===== src/rtl/seq_addsub_pkg.sv =====
// Shared definitions for the digit-serial adder/subtractor.
//   state_e     : controller states (IDLE, BUSY, DONE)
//   MODE_ADD/SUB: encoding of the in_mode operation select
//   clog2()     : counter width helper, never returns less than 1
package addsub_pkg;

    typedef enum logic [1:0] {
        ST_IDLE = 2'd0,
        ST_BUSY = 2'd1,
        ST_DONE = 2'd2
    } state_e;

    localparam logic MODE_ADD = 1'b0;
    localparam logic MODE_SUB = 1'b1;

    // Counter width for n digits; a single-digit build still gets a 1-bit counter.
    function automatic int unsigned clog2(input int unsigned n);
        int unsigned w;
        w = $clog2(n);
        return (w == 0) ? 1 : w;
    endfunction

endpackage


===== src/rtl/seq_addsub_if.sv =====
// Operand/result handshake bundle for seq_addsub.
//   in_valid/in_ready   : operand transfer (in_a, in_b, in_mode)
//   out_valid/out_ready : result transfer (out_result + flags)
//   master = producer/consumer side, slave = the arithmetic block.
interface seq_addsub_if #(
    parameter int unsigned WIDTH = 16
);
    logic             in_valid;
    logic             in_ready;
    logic [WIDTH-1:0] in_a;
    logic [WIDTH-1:0] in_b;
    logic             in_mode;
    logic             out_valid;
    logic             out_ready;
    logic [WIDTH-1:0] out_result;
    logic             out_overflow;
    logic             out_carry;
    logic             out_zero;
    logic             out_negative;

    modport master (
        output in_valid, in_a, in_b, in_mode, out_ready,
        input  in_ready, out_valid, out_result,
               out_overflow, out_carry, out_zero, out_negative
    );

    modport slave (
        input  in_valid, in_a, in_b, in_mode, out_ready,
        output in_ready, out_valid, out_result,
               out_overflow, out_carry, out_zero, out_negative
    );
endinterface


===== src/rtl/seq_addsub_digit.sv =====
// Combinational DIGIT-bit adder slice.
//   a, b  : digit operands
//   cin   : carry into bit 0
//   sum   : digit sum
//   cout  : carry out of the top bit
//   c_msb : carry into the top bit (for signed overflow detection)
module addsub_digit #(
    parameter int unsigned DIGIT = 4
) (
    input  logic [DIGIT-1:0] a,
    input  logic [DIGIT-1:0] b,
    input  logic             cin,
    output logic [DIGIT-1:0] sum,
    output logic             cout,
    output logic             c_msb
);
    localparam int unsigned SW = DIGIT + 1;

    logic [DIGIT:0] full_c;

    assign full_c = {1'b0, a} + {1'b0, b} + SW'(cin);
    assign sum    = full_c[DIGIT-1:0];
    assign cout   = full_c[DIGIT];
    // Top sum bit is a^b^carry_in, so the carry into it falls out by XOR.
    assign c_msb  = full_c[DIGIT-1] ^ a[DIGIT-1] ^ b[DIGIT-1];
endmodule


===== src/rtl/seq_addsub.sv =====
// Digit-serial two's-complement adder/subtractor.
// Adds DIGIT bits per clock, LSB first; result valid WIDTH/DIGIT cycles
// after the operand handshake, held in DONE until out_ready.
// Ports:
//   clk, rst_n : clock (rising edge), asynchronous active-low reset
//   bus        : seq_addsub_if.slave (operand and result handshakes)
// Build option:
//   SEQ_ADDSUB_SAT_EN : saturate the result on signed overflow
module seq_addsub
    import addsub_pkg::*;
#(
    parameter int unsigned WIDTH = 16,
    parameter int unsigned DIGIT = 4
) (
    input  logic         clk,
    input  logic         rst_n,
    seq_addsub_if.slave  bus
);
    localparam int unsigned NDIG  = WIDTH / DIGIT;
    localparam int unsigned CNT_W = clog2(NDIG);

    localparam logic [1:0] IDLE = ST_IDLE;
    localparam logic [1:0] BUSY = ST_BUSY;
    localparam logic [1:0] DONE = ST_DONE;

    // Reject illegal geometry at elaboration.
    if (WIDTH < 2 || DIGIT < 1 || (WIDTH % DIGIT) != 0) begin : g_bad_cfg
        $error("seq_addsub: WIDTH must be >= 2 and a multiple of DIGIT");
    end

    logic [1:0]       state_q, state_d;
    logic [CNT_W-1:0] cnt_q;
    logic [WIDTH-1:0] a_q, b_q, res_q;
    logic             cy_q;

    logic             accept_c, step_c, last_c;
    logic [DIGIT-1:0] sum_c;
    logic             cout_c, msb_c, ovf_c;
    logic [WIDTH-1:0] res_d, fin_c;

`ifdef SEQ_ADDSUB_SAT_EN
    localparam logic [WIDTH-1:0] SAT_POS = {1'b0, {(WIDTH-1){1'b1}}};
    localparam logic [WIDTH-1:0] SAT_NEG = {1'b1, {(WIDTH-1){1'b0}}};
    logic a_msb_q;
`endif

    // One slice, fed from the low digit of the shifting operand registers.
    addsub_digit #(.DIGIT(DIGIT)) u_digit (
        .a     (a_q[DIGIT-1:0]),
        .b     (b_q[DIGIT-1:0]),
        .cin   (cy_q),
        .sum   (sum_c),
        .cout  (cout_c),
        .c_msb (msb_c)
    );

    // State register and registered handshake outputs.
    always_ff @(posedge clk or negedge rst_n) begin
        if (!rst_n) begin
            state_q       <= IDLE;
            bus.in_ready  <= 1'b1;
            bus.out_valid <= 1'b0;
        end else begin
            state_q       <= state_d;
            bus.in_ready  <= (state_d == IDLE);
            bus.out_valid <= (state_d == DONE);
        end
    end

    // Next-state and datapath strobes.
    always_comb begin
        state_d  = state_q;
        accept_c = 1'b0;
        step_c   = 1'b0;
        last_c   = 1'b0;
        case (state_q)
            IDLE: begin
                if (bus.in_valid) begin
                    accept_c = 1'b1;
                    state_d  = BUSY;
                end
            end
            BUSY: begin
                step_c = 1'b1;
                if (cnt_q == CNT_W'(NDIG - 1)) begin
                    last_c  = 1'b1;
                    state_d = DONE;
                end
            end
            DONE: begin
                if (bus.out_ready) state_d = IDLE;
            end
            default: state_d = IDLE;
        endcase
    end

    // New digit enters at the top; after NDIG steps digit 0 sits at the bottom.
    always_comb begin
        res_d = (res_q >> DIGIT) | (WIDTH'(sum_c) << (WIDTH - DIGIT));
        ovf_c = msb_c ^ cout_c;
        fin_c = res_d;
`ifdef SEQ_ADDSUB_SAT_EN
        if (ovf_c) fin_c = a_msb_q ? SAT_NEG : SAT_POS;
`endif
    end

    // Operand shifters, carry, digit counter and result/flag registers.
    always_ff @(posedge clk or negedge rst_n) begin
        if (!rst_n) begin
            a_q              <= '0;
            b_q              <= '0;
            res_q            <= '0;
            cy_q             <= 1'b0;
            cnt_q            <= '0;
            bus.out_result   <= '0;
            bus.out_overflow <= 1'b0;
            bus.out_carry    <= 1'b0;
            bus.out_zero     <= 1'b0;
            bus.out_negative <= 1'b0;
`ifdef SEQ_ADDSUB_SAT_EN
            a_msb_q          <= 1'b0;
`endif
        end else if (accept_c) begin
            // Subtract as A + ~B + 1: the +1 rides in on the initial carry.
            a_q   <= bus.in_a;
            b_q   <= (bus.in_mode == MODE_SUB) ? ~bus.in_b : bus.in_b;
            cy_q  <= bus.in_mode;
            cnt_q <= '0;
            res_q <= '0;
`ifdef SEQ_ADDSUB_SAT_EN
            a_msb_q <= bus.in_a[WIDTH-1];
`endif
        end else if (step_c) begin
            a_q   <= a_q >> DIGIT;
            b_q   <= b_q >> DIGIT;
            cy_q  <= cout_c;
            res_q <= res_d;
            cnt_q <= last_c ? '0 : cnt_q + CNT_W'(1);
            if (last_c) begin
                bus.out_result   <= fin_c;
                bus.out_overflow <= ovf_c;
                bus.out_carry    <= cout_c;
                bus.out_zero     <= ~|fin_c;
                bus.out_negative <= fin_c[WIDTH-1];
            end
        end
    end
endmodule


===== src/flat_wrapper.sv =====
// flat-port wrapper written by rule: the top's interface ports become plain ports
module seq_addsub_flat import addsub_pkg::*;
#(
    parameter int unsigned WIDTH = 16,
    parameter int unsigned DIGIT = 4
)
  (clk, rst_n, bus_in_valid, bus_in_a, bus_in_b, bus_in_mode, bus_out_ready, bus_in_ready, bus_out_valid, bus_out_result, bus_out_overflow, bus_out_carry, bus_out_zero, bus_out_negative);
  seq_addsub_if #(.WIDTH(WIDTH)) bus_i ();
  input  logic clk;
  input  logic rst_n;
  input wire logic [$bits(bus_i.in_valid)-1:0] bus_in_valid;
  input wire logic [$bits(bus_i.in_a)-1:0] bus_in_a;
  input wire logic [$bits(bus_i.in_b)-1:0] bus_in_b;
  input wire logic [$bits(bus_i.in_mode)-1:0] bus_in_mode;
  input wire logic [$bits(bus_i.out_ready)-1:0] bus_out_ready;
  output wire logic [$bits(bus_i.in_ready)-1:0] bus_in_ready;
  output wire logic [$bits(bus_i.out_valid)-1:0] bus_out_valid;
  output wire logic [$bits(bus_i.out_result)-1:0] bus_out_result;
  output wire logic [$bits(bus_i.out_overflow)-1:0] bus_out_overflow;
  output wire logic [$bits(bus_i.out_carry)-1:0] bus_out_carry;
  output wire logic [$bits(bus_i.out_zero)-1:0] bus_out_zero;
  output wire logic [$bits(bus_i.out_negative)-1:0] bus_out_negative;
  assign bus_i.in_valid = bus_in_valid;
  assign bus_i.in_a = bus_in_a;
  assign bus_i.in_b = bus_in_b;
  assign bus_i.in_mode = bus_in_mode;
  assign bus_i.out_ready = bus_out_ready;
  assign bus_in_ready = bus_i.in_ready;
  assign bus_out_valid = bus_i.out_valid;
  assign bus_out_result = bus_i.out_result;
  assign bus_out_overflow = bus_i.out_overflow;
  assign bus_out_carry = bus_i.out_carry;
  assign bus_out_zero = bus_i.out_zero;
  assign bus_out_negative = bus_i.out_negative;
  seq_addsub #(.WIDTH(WIDTH), .DIGIT(DIGIT)) u_core (.clk(clk), .rst_n(rst_n), .bus(bus_i));
endmodule

===== config.mk =====
export PLATFORM = sky130hd
export DESIGN_NAME = seq_addsub_flat
export DESIGN_NICKNAME = d
export VERILOG_FILES = /design/src/rtl/seq_addsub_pkg.sv /design/src/rtl/seq_addsub_if.sv /design/src/rtl/seq_addsub_digit.sv /design/src/rtl/seq_addsub.sv /design/src/flat_wrapper.sv
export SDC_FILE = /design/constraint.sdc
export NUM_CORES = 1
export LEC_CHECK = 0
export ABC_CLOCK_PERIOD_IN_PS = 1800
export BUFFER_PORTS_ARGS = -buffer_cell sky130_fd_sc_hd__buf_2
export CORE_MARGIN = 2
export CORE_UTILIZATION = 50
export CTS_CLUSTER_SIZE = 8
export DETAILED_ROUTE_END_ITERATION = 16
export PLACE_DENSITY = 0.78
export SYNTH_ARGS = -nofsm -noshare
export SYNTH_HDL_FRONTEND = slang
export SYNTH_SLANG_ARGS = --single-unit

===== constraint.sdc =====
create_clock -name clk -period 1.8 [get_ports clk]
set_input_delay 0.09 -clock clk [delete_from_list [all_inputs] [get_ports clk]]
set_output_delay 0.09 -clock clk [all_outputs]
set_load 0.1 [all_outputs]

==> impl_results.md, run 1 <==
- Crit path kind: flop to flop
- Top Ports: 59
- Maxcap violations: 0
- Clock sink count: 70
- Non-filler instance count after layout: 475
- Register area share after synthesis: 51.8%
- CP Data Required Time: 2.06 ns
- Die span in y: 86.3 µm
- Combinational power share: 55.5%
- Die Wd: 86.3 µm
- Share of cells above drive strength 1: 30.2%
- GRT busiest layer: met2
- Total number of vias: 2651
- Area delta synth->final: 22.6%
- Hold Path Class: input pin to flop
- Slew Viols, Final: 0
- Post-DRT Antenna Nets: 0
- Pin count of the biggest net entering global routing: 35
- Fraction of registers with async set/reset: 100%
- Most frequent cells in the layout: dfrtp_1, buf_2, a21oi_1, nor2b_1, o21ai_1
- Peak VDD IR: 711 µV
- Leak: 1.98 nW
- Top Family by Delay on Critical Path: adder cells
- Clk pwr share: 13.7%
- Clk pin slew, worst setup/hold paths: 0.07 ns
- P_int: 4.65 mW
- Crit end category: flop
- Fmax: 0.539 GHz
- CP max FO: 2
- Filler cells: 532
- Failing checks: setup timing
- Hpwl dp: 5170 µm
- Setup crit start kind: flop
- Crit-path max cell delay: 0.44 ns
- Synth cell types: 41
- Worst EP arrival: 2.12 ns
- Relative slew slack: 67.6%
- Mapped Cells: 322
- #FFs+latches synth: 70
- Drt pass-1 iters: 4
- PortBufs: 58
- Final Hold Vio Count: 0
- Met1 usage: 28.6%
- GPL Wtd Cong: 0.869
- EDFF count, synth: 0
- Die area: 7440 µm²
- GR Layer Usage met3: 3.71%
- Post-Place Cells: 457
- Starting Density: 52.4%
- Crit path time final: 1.86 ns
- Crit-path slowest cell: fa_2
- Setup WS post-layout: -0.0559 ns
- Num CTS Buffers: 9
- Pwr dens: 2150 nW/µm²
- Later-pin clock latency in the skew report: 0.34 ns
- FF/Latch Area: 1750 µm²
- Initial antenna violation count: 0
- Primary FF master, synth: dfrtp_1
- Multi-input gate area in the final layout: 1560 µm²
- CTS H-tree depth: 3
- Setup Viol. Count Final: 3
- Cell area after synthesis: 3380 µm²
- Status: finished with violations
- Setup tns final: -0.130 ns
- Global routing usage on met2: 35.4%
- Switching Fraction: 47.7%
- Placement Setup Slack: -0.112 ns
- Psw: 4.25 mW
- Total overflow reported by the global router: 0
- Post-DR wirelength/cell: 15.8 µm
- DR iter-0 viols: 129
- Register share of total power: 30.8%
- Final Cycle Share: 103%
- Routed vias/inst: 5.58
- CP cell instances: inv_2, fa_2, inv_2, fa_2, nor4_2, nand4_1, o31ai_2
- Syn Nets: 365
- Nets@finish: 437
- Syn Area/Cell: 10.5 µm²
- Ant diodes: 0
- Syn. warnings: 0
- Maximum clock insertion buffer count: 2
- Total Wirelength: 7480 µm
- Final core utilization: 64.3%
- Rows: 29
- TritonCTS clock tree: done
- Number of global-route vias before repair: 2599
- DR DRC count: 0
- Clock Skews: 0.00317 ns
- CORE AREA: 6460 µm²
- Commonest non-fill, non-tap cell in the layout: dfrtp_1
- RSZ-0062 raised after global routing: true
- CTS root buffer: clkbuf_8
- Global-route wire length before repair: 12400 µm
- Total GRT Usage: 21.4%
- Slew @ Worst Pin: 0.486 ns
- Total buffers and inverters traversed by the critical path: 2
==> power groups by stage <==
stage | logic (mW) | registers, mW | clock network [mW]
finish | 4.95 | 2.74 | 1.22
global route | 5.32 | 2.82 | 1.31
CTS | 4.79 | 2.73 | 1.23
detailed placement | 4.68 | 2.74 | 0
global placement | 4.58 | 2.70 | 0
floorplan | 2.21 | 4.04 | 0
==> final cells by class <==
type                       instances  area share [%]
sequential                        70            42.2
multi-input combinational        220            37.6
timing repair buffer              86            12.7
clock buffer                       9            2.98
tap                               77            2.32
clock inverter                     6            1.54
inverter                           7           0.633
==> through the flow <==
stage | hold slack [ns] | instance area [µm²] | total power [mW]
6_report | 0.00739 | 4150 | 8.91
5_1_grt | 0.0160 | 4150 | 9.45
3_3_place_gp | 0.0513 | 3880 | 7.29
3_5_place_dp | 0.0510 | 3880 | 7.43
2_1_floorplan | -0.206 | 3390 | 6.24
4_1_cts | 0.00971 | 4110 | 8.75
==> sequential cells by signal (all words and copies together), names as in the netlist <==
register,flops
u_core.a_q,16
u_core.b_q,16
u_core.bus.in_ready,1
u_core.bus.out_carry,1
u_core.bus.out_overflow,1
u_core.bus.out_result,16
u_core.bus.out_valid,1
u_core.bus.out_zero,1
u_core.cnt_q,2
u_core.cy_q,1
u_core.res_q,12
u_core.state_q,2
==> tightest hold or removal path: cells and delay by family <==
kind | cells | cell delay (ns)
AOI/OAI and AO/OA | 2 | 0.15
buffers and inverters | 1 | 0.07
==> metal layers <==
metal	vias to the layer above	share of wire, %
met5	-	0
met4	0	1.3
met3	8	4.0
met2	66	50
met1	1302	44
li1	1275	-
==> cell families (layout without fill, tap and decap cells) <==
kind of cell	count (synthesis)	after routing	share of synthesized area, %
AOI/OAI and AO/OA	110	110	20.6
and+or+nand+nor	72	72	11.7
DFF	70	70	51.8
buffers and inverters	32	108	3.96
xor gates and xnor gates	18	18	4.66
muxes	14	14	4.66
adders and majority gates	6	6	2.66
==> final timing paths <==
path                                                           start                              endpoint  slack [ns]  cells past startpoint
worst min-delay path                                     bus_in_a[9]             u_core.a_q[9]$_DFFE_PN0P_       0.007                      3
worst max register to register               u_core.cy_q$_DFFE_PN0P_       u_core.bus.out_zero$_DFFE_PN0P_       -0.06                      7
worst min register to register  u_core.bus.out_result[5]$_DFFE_PN0P_  u_core.bus.out_result[5]$_DFFE_PN0P_        0.49                      1
max in group asynchronous                                      rst_n  u_core.bus.out_result[1]$_DFFE_PN0P_        0.97                      3
worst max-delay path                         u_core.cy_q$_DFFE_PN0P_       u_core.bus.out_zero$_DFFE_PN0P_       -0.06                      7
min in group asynchronous                                      rst_n        u_core.bus.out_valid$_DFF_PN0_        0.21                      2
==> Yosys cell counts (8+ instances only) <==
cell | count | area (µm²)
a21oi_1 | 35 | 175
a22oi_1 | 17 | 128
mux2_1 | 13 | 146
dfrtp_1 | 69 | 1730
nand2_1 | 19 | 71.3
xor2_1 | 10 | 87.6
xnor2_1 | 8 | 70.1
nor2b_1 | 33 | 206
o21ai_1 | 29 | 145
buf_2 | 8 | 40.0
clkbuf_1 | 15 | 56.3
a22o_1 | 11 | 96.3
==> repair_timing <==
action,in CTS,in global routing
pin swaps,1,3
setup buffers,1,1
hold endpoints to repair,15,0
hold buffers,1,0
gates cloned,0,0
gates resized for setup,6,7
endpoints found under the setup margin,3,7
Note: power is estimated with default switching activity, not from simulation.
==> inputs of run 2 (changes only) <==
--- a/config.mk
+++ b/config.mk
@@ -6,12 +6,12 @@
 export NUM_CORES = 1
 export LEC_CHECK = 0
 export ABC_CLOCK_PERIOD_IN_PS = 1800
-export BUFFER_PORTS_ARGS = -buffer_cell sky130_fd_sc_hd__buf_2
 export CORE_MARGIN = 2
-export CORE_UTILIZATION = 50
+export CORE_UTILIZATION = 40
 export CTS_CLUSTER_SIZE = 8
 export DETAILED_ROUTE_END_ITERATION = 16
-export PLACE_DENSITY = 0.78
+export DONT_BUFFER_PORTS = 1
+export PLACE_DENSITY = 0.59
 export SYNTH_ARGS = -nofsm -noshare
 export SYNTH_HDL_FRONTEND = slang
 export SYNTH_SLANG_ARGS = --single-unit
==> run 2 against run 1 <==
Compared with the run above:
- the run still ends with setup timing left
- via count decreased by 1.2%
- die area grew 24%
- combinational power down 1%
==> impl_results.md, run 2 (synthesis results as in run 1) <==
- Status: finished with violations
- Failing checks: setup timing
- Crit path time final: 1.85 ns
- GPL Wtd Cong: 0.775
- Die area: 9210 µm²
- Rows: 33
- Maximum clock insertion buffer count: 2
- Fmax: 0.541 GHz
- Top flop regs: u_core.a_q: 16 flops, u_core.b_q: 16 flops, u_core.bus.out_result: 16 flops
- Hold Path Class: input pin to flop
- Design Power: 8.93 mW
- WHS: 0.0145 ns
- DR iter-0 viols: 105
- Initial antenna violation count: 0
- Global routing usage on met2: 30.4%
- Setup crit start kind: flop
- CP cell instances: inv_2, fa_2, inv_2, fa_2, buf_4, mux2_1
- Final Hold Vio Count: 0
- Slew @ Worst Pin: 0.874 ns
- Maxcap violations: 0
- Filler cells: 755
- Top Ports: 59
- Leak: 1.92 nW
- Total GRT Usage: 18.5%
- Pin count of the biggest net entering global routing: 71
- Total buffers and inverters traversed by the critical path: 3
- Relative slew slack: 41.6%
- Top Family by Delay on Critical Path: adder cells
- CTS root buffer: clkbuf_8
- Die span in y: 96.0 µm
- Post-DR wirelength/cell: 16.0 µm
- Post-DRT Antenna Nets: 0
- FF/Latch Area: 1750 µm²
- Crit path kind: flop to flop
- RSZ-0062 raised after global routing: true
- Drt pass-1 iters: 4
- Crit-path slowest cell: fa_2
- Worst EP arrival: 2.10 ns
- Hpwl dp: 5030 µm
- Crit-path max cell delay: 0.45 ns
- Placed inst area: 3750 µm²
- Setup WS post-layout: -0.0487 ns
- Non-filler instance count after layout: 489
- Commonest non-fill, non-tap cell in the layout: dfrtp_1
- DR DRC count: 0
- Ant diodes: 0
- GRT busiest layer: met2
- Share of cells above drive strength 1: 19.8%
- PortBufs: 0
- Die Wd: 96.0 µm
- Total number of vias: 2618
- Total overflow reported by the global router: 0
- Num CTS Buffers: 9
- Clk pin slew, worst setup/hold paths: 0.09 ns
- Clock sink count: 70
- Routed vias/inst: 5.35
- Area delta synth->final: 26.9%
- CTS H-tree depth: 3
- TritonCTS clock tree: done
- Crit end category: flop
- CP max FO: 2
- Final Cycle Share: 103%
- Setup Viol. Count Final: 4
- CORE AREA: 8220 µm²
- Starting Density: 41.2%
- Final core utilization: 52.3%
- GR Layer Usage met3: 4.46%
- Later-pin clock latency in the skew report: 0.36 ns
- CP Data Required Time: 2.05 ns
- Pwr dens: 2080 nW/µm²
- Peak VDD IR: 591 µV
- Post-Place Cells: 443
- Multi-input gate area in the final layout: 1550 µm²
- Clock Skews: 0.0102 ns
- Placement Setup Slack: -0.0876 ns
- Global-route wire length before repair: 12900 µm
- Total Wirelength: 7810 µm
- Met1 usage: 23.4%
- Most frequent cells in the layout: dfrtp_1, buf_4, a21oi_1, nor2b_1, o21ai_1
- Number of global-route vias before repair: 2646
- Final instance area: 4290 µm²
- Nets@finish: 422
- Slew Viols, Final: 0
- Setup tns final: -0.114 ns
==> run 2: changes by cell type in the layout (fill, tap and decap cells not counted), sizes merged <==
cell         previous run  this run
dlygate4sd3             1        28
bufinv                  1         0
clkinv                  3         1
inv                     7        11
buf                    85        43
==> run 2: routing by layer <==
metal,up-vias,routed length [µm]
met1,1301,3530
met3,9,323
met4,0,90
met2,58,3860
li1,1250,-
met5,-,0
==> run 2: final cells by class <==
class | count | area share (%)
Sequential cell | 70 | 40.9
Inverter | 7 | 0.612
Clock buffer | 9 | 2.88
Tap cell | 105 | 3.06
Timing Repair Buffer | 71 | 15.1
Clock inverter | 7 | 1.43
Multi-Input combinational cell | 220 | 36.1
==> run 2: worst register-to-register path, stage by stage (launching register included) <==
cell     delay, ns
dfrtp_1       0.36
inv_2         0.05
fa_2          0.39
inv_2         0.07
fa_2          0.45
buf_4         0.15
mux2_1        0.27
==> run 2: worst paths after layout <==
| kind | from | endpoint | slack (ns) | depth (start not counted) |
|---|---|---|---|---|
| worst max-delay path | u_core.cy_q$_DFFE_PN0P_ | u_core.bus.out_result[13]$_DFFE_PN0P_ | -0.05 | 6 |
| worst min-delay path | bus_in_b[14] | u_core.b_q[14]$_DFFE_PN0P_ | 0.01 | 3 |
| worst max register to register | u_core.cy_q$_DFFE_PN0P_ | u_core.bus.out_result[13]$_DFFE_PN0P_ | -0.05 | 6 |
| worst min register to register | u_core.cnt_q[0]$_DFFE_PN0P_ | u_core.cnt_q[0]$_DFFE_PN0P_ | 0.50 | 1 |
| max in group asynchronous | rst_n | u_core.bus.in_ready$_DFF_PN1_ | 1.20 | 2 |
| min in group asynchronous | rst_n | u_core.res_q[5]$_DFFE_PN0P_ | 0.28 | 2 |
==> run 2: repair_timing <==
item	4_1_cts	5_1_grt
gates resized for setup	5	3
endpoints found under the setup margin	4	10
hold endpoints to repair	99	0
hold buffers	29	0
pin swaps	2	1
setup buffers	1	0
==> run 2: where the power goes <==
group | switching (mW) | internal [mW] | total (mW)
clock network | 0.678 | 0.525 | 1.20
logic | 3.02 | 1.86 | 4.88
registers | 0.582 | 2.26 | 2.85
total | 4.28 | 4.65 | 8.93
